## src/rtl/par_check_stream.sv

```systemverilog
// rtl/par_check_stream.sv - streaming frame parity checker with one-deep verdict slot and saturating error counter
module par_check_stream #(
  parameter int DATA_W = 4,
  parameter int CNT_W  = 8
) (
  input  logic              clk,
  input  logic              rst_n,
  input  logic              in_valid,
  output logic              in_ready,
  input  logic [DATA_W-1:0] in_data,
  input  logic              in_last,
  input  logic              in_par,
  input  logic              mode_odd,
  output logic              out_valid,
  input  logic              out_ready,
  output logic              out_err,
  output logic              out_parity,
  output logic [CNT_W-1:0]  err_count,
  output logic              err_sat,
  input  logic              clear_cnt
);

  typedef enum logic {S_IDLE, S_ACC} state_t;

  state_t           r_state;
  logic             r_acc;
  logic             r_mode;
  logic             r_out_valid;
  logic             r_out_err;
  logic             r_out_parity;
  logic [CNT_W-1:0] r_err_count;

  logic w_accept;
  logic w_finish;
  logic w_beat_par;
  logic w_mode;
  logic w_acc_in;
  logic w_p;
  logic w_err;
  logic w_drain;
  logic w_cnt_max;

  // A finishing frame can refill the slot in the same cycle it is drained.
  assign in_ready   = ~r_out_valid | out_ready;
  assign w_accept   = in_valid & in_ready;
  assign w_finish   = w_accept & in_last;
  assign w_drain    = r_out_valid & out_ready;
  assign w_beat_par = ^in_data;
  assign w_mode     = (r_state == S_IDLE) ? mode_odd : r_mode;
  assign w_acc_in   = (r_state == S_IDLE) ? 1'b0 : r_acc;
  assign w_p        = w_acc_in ^ w_beat_par ^ w_mode;
  assign w_err      = w_p ^ in_par;
  assign w_cnt_max  = &r_err_count;

  always_ff @(posedge clk or negedge rst_n) begin
    if (!rst_n) begin
      r_state <= S_IDLE;
      r_acc   <= 1'b0;
      r_mode  <= 1'b0;
    end else if (w_accept) begin
      case (r_state)
        S_IDLE: begin
          if (!in_last) begin
            r_acc   <= w_beat_par;
            r_mode  <= mode_odd;
            r_state <= S_ACC;
          end
        end
        S_ACC: begin
          if (in_last) begin
            r_acc   <= 1'b0;
            r_state <= S_IDLE;
          end else begin
            r_acc <= r_acc ^ w_beat_par;
          end
        end
        default: r_state <= S_IDLE;
      endcase
    end
  end

  always_ff @(posedge clk or negedge rst_n) begin
    if (!rst_n) begin
      r_out_valid  <= 1'b0;
      r_out_err    <= 1'b0;
      r_out_parity <= 1'b0;
    end else if (w_finish) begin
      r_out_valid  <= 1'b1;
      r_out_err    <= w_err;
      r_out_parity <= w_p;
    end else if (w_drain) begin
      r_out_valid <= 1'b0;
    end
  end

  // Clear wins over a coincident errored verdict, which is then not counted.
  always_ff @(posedge clk or negedge rst_n) begin
    if (!rst_n) begin
      r_err_count <= '0;
    end else if (clear_cnt) begin
      r_err_count <= '0;
    end else if (w_finish && w_err && !w_cnt_max) begin
      r_err_count <= r_err_count + 1'b1;
    end
  end

  assign out_valid  = r_out_valid;
  assign out_err    = r_out_err;
  assign out_parity = r_out_parity;
  assign err_count  = r_err_count;
  assign err_sat    = w_cnt_max;

endmodule

```

## config.mk

```make
export PLATFORM = sky130hd
export DESIGN_NAME = par_check_stream
export DESIGN_NICKNAME = d
export VERILOG_FILES = /design/src/rtl/par_check_stream.sv
export SDC_FILE = /design/constraint.sdc
export NUM_CORES = 1
export LEC_CHECK = 0
export ABC_AREA = 1
export ABC_CLOCK_PERIOD_IN_PS = 5000
export CORE_MARGIN = 8
export CORE_UTILIZATION = 45
export CTS_CLUSTER_SIZE = 16
export DETAILED_ROUTE_END_ITERATION = 16
export PLACE_DENSITY = 0.75
export SLEW_MARGIN = 20
export SYNTH_ARGS = -nofsm -noshare
export SYNTH_HDL_FRONTEND = slang
export SYNTH_SLANG_ARGS = --single-unit
```

## constraint.sdc

```tcl
create_clock -name clk -period 5 [get_ports clk]
set_clock_uncertainty 0.2 [all_clocks]
set_input_delay 1 -clock clk [delete_from_list [all_inputs] [get_ports clk]]
set_output_delay 1 -clock clk [all_outputs]
set_load 0.05 [all_outputs]
```

==> impl_results.md <==
- Final setup fails: 0
- Dominant cell type by area after synthesis: dfrtp_1
- Initial antenna violation count: 0
- Tmin final: 3615 ps
- Top cells by area, synth: dfrtp_1 37%, nand2_1 16%, nand3_1 9.1%, inv_1 7.2%, nor2_1 4.4%
- Worst-margin pin slew: 641.7 ps
- Post-layout util: 0.6295
- Effective utilization at floorplan: 0.4783
- Die Height: 61.67 um
- Critical path type: in2out
- Post-route cell area: 0.001235 sq mm
- Top cell type's share of synthesized area: 0.3733
- Post-synth cell types: 24
- Clk_lat worst skew: 280 ps
- Max Fclk: 0.2766 GHz
- Avg Cell Area, Syn: 7.274 sq um
- Top_reg_cell synth: dfrtp_1
- Async set-reset flop share out of synthesis: 1.000
- DRT Pass-1 Iters: 4
- Gr usage total: 0.1231
- WP data required: 3800 ps
- Final Worst Setup Slack: 1385 ps
- Setup TNS: 0 ps
- Post-detail-place hpwl: 1.678 mm
- Ant diodes: 0
- Relative slew slack: 0.5709
- Total CTS buffers: 3
- Final ANT Viol Nets: 0
- Fin crit share: 0.7231
- Synth Register Bits: 14
- Post-synth design cell area: 938.4 sq um
- Ports: 25
- # port buffers: 24
- Critical Path AT: 2420 ps
- # DRC: 0
- Final nets: 170
- Worst setup SP type: primary input
- Grt ovf: 0
- CTS tree: built
- DR WL/cell: 11.78 um
- Total Power: 0.0003597 W
- Ys Warns: 0
- Htree depth: 1
- Avg Vias per Cell: 4.940
- HP Class: reg2reg
- First-pass GRT wire length: 3.588 mm
- Status: complete, no violations
- Vias in the first global route: 881
- Worst-path maximum fanout: 4
- Row count: 16
- Iter 0 DRT Violations: 21
- Cell leakage power: 0.6267 nW
- Die width: 61.67 um
- Dpl cell area: 0.001199 sq mm
- WL final: 2.155 mm
- Vias: 904
- Fin. Hold Viols: 0
- Clock Path Buffers: 2
- Die area: 0.003803 sq mm
- Gpl congestion: 0.8169
- EDFF count, synth: 0
- Clock sinks: 14
- Root Buffer: clkbuf_4
- Share of post-route cells with drive strength above 1: 0.1154
- Power density cells: 291.2 mW/mm^2
- Core ar.: 0.001962 sq mm
- Syn nets: 142
- Slew Viols, Final: 0
- Post-CTS sizing: 0
- RSZ-0062 raised after global routing: false
- Number of setup buffers added after CTS: 0
- Largest net degree at the start of global routing: 15
- Place WS: 1381 ps
- Max-cap violation count: 0
- Area Overhead vs Synth: 31.60%
- Critical Path Sink Type: output port
- Highest ir drop seen on vdd: 0.2094 mV
- Hold buffers post-CTS: 0
- Post-Synthesis Cells: 129
- Clk pin slew, worst setup/hold paths: 100 ps
- Sequential share of the synthesized area: 0.3733
[placed cells by master (no fill, tap or decap), types with 2 or more instances in the layout]
master / count
a21oi_1: 2
clkbuf_4: 3
clkdlybuf4s50_1: 24
dfrtp_1: 14
inv_1: 18
nand2_1: 40
nand2_2: 3
nand2_4: 2
nand3_1: 17
nand3_2: 4
nor2_1: 11
nor2_2: 2
o21ai_0: 3
[through the flow]
step,hold WS (ps),instances
global placement,266.6,179
finish,287.4,183
global route,327.5,183
floorplan,283.8,129
CTS,289.9,183
detailed placement,264.9,179
[registers in the layout, indices dropped and copies added (netlist names)]
| signal | cells |
|---|---|
| err_count | 8 |
| r_mode | 1 |
| out_parity | 1 |
| out_valid | 1 |
| r_state | 1 |
| out_err | 1 |
| r_acc | 1 |
[area by class of cell]
class / count / area [sq um]
Multi-Input combinational cell: 94 / 499.2
Inverter: 20 / 75.07
Tap cell: 27 / 33.78
Timing Repair Buffer: 24 / 240.2
Clock buffer: 4 / 36.28
Fill cell: 192 / 726.9
Sequential cell: 14 / 350.3
[critical path, cell delays in order]
cell and delay [ps]:
clkdlybuf4s50_1 450, inv_1 30, nand2_1 110, clkdlybuf4s50_1 820
[report_power, final]
group | internal (W) | leakage, nW | switching [W]
registers | 0.000128 | 0.184 | 0.0000115
clock network | 0.0000443 | 0.0210 | 0.0000382
logic | 0.0000490 | 0.422 | 0.0000890
total | 0.000221 | 0.627 | 0.000139
[routing by layer]
metal / routed length (um) / vias up / track usage
met5: 0 / - / 0
met4: 34 / 0 / 0.05844
met3: 166 / 4 / 0.03549
met2: 1018 / 31 / 0.2171
met1: 935 / 409 / 0.1306
li1: - / 460 / -
[cell families (layout without fill, tap and decap cells)]
group                    after synthesis  in the layout  synth area share
AO/OA/AOI/OAI                          7              7           0.04533
XOR/XNOR                               2              2           0.01867
adder cells (fa/ha/maj)                1              1           0.01333
buffers and inverters                 21             48           0.09465
flip-flops                            14             14            0.3733
AND/OR/NAND/NOR                       84             84            0.4547
[path summary, 6_finish.rpt]
path | start | endpoint | slack, ps | cells after the start
max | out_ready | in_ready | 1380 | 4
min | out_err | out_err | 290 | 2
max reg2reg | err_count[0] | err_count[0] | 3080 | 12
min reg2reg | out_err | out_err | 290 | 2
max in group asynchronous | rst_n | r_state | 3270 | 1
min in group asynchronous | rst_n | err_count[3] | 900 | 1
[Yosys cell counts (all sizes together), types with 2 or more instances]
master,n
nand2,45
a21oi,2
o21ai,3
inv,19
nand3,22
dfrtp,14
nor2,14
Power figures use the tool's default switching activity.
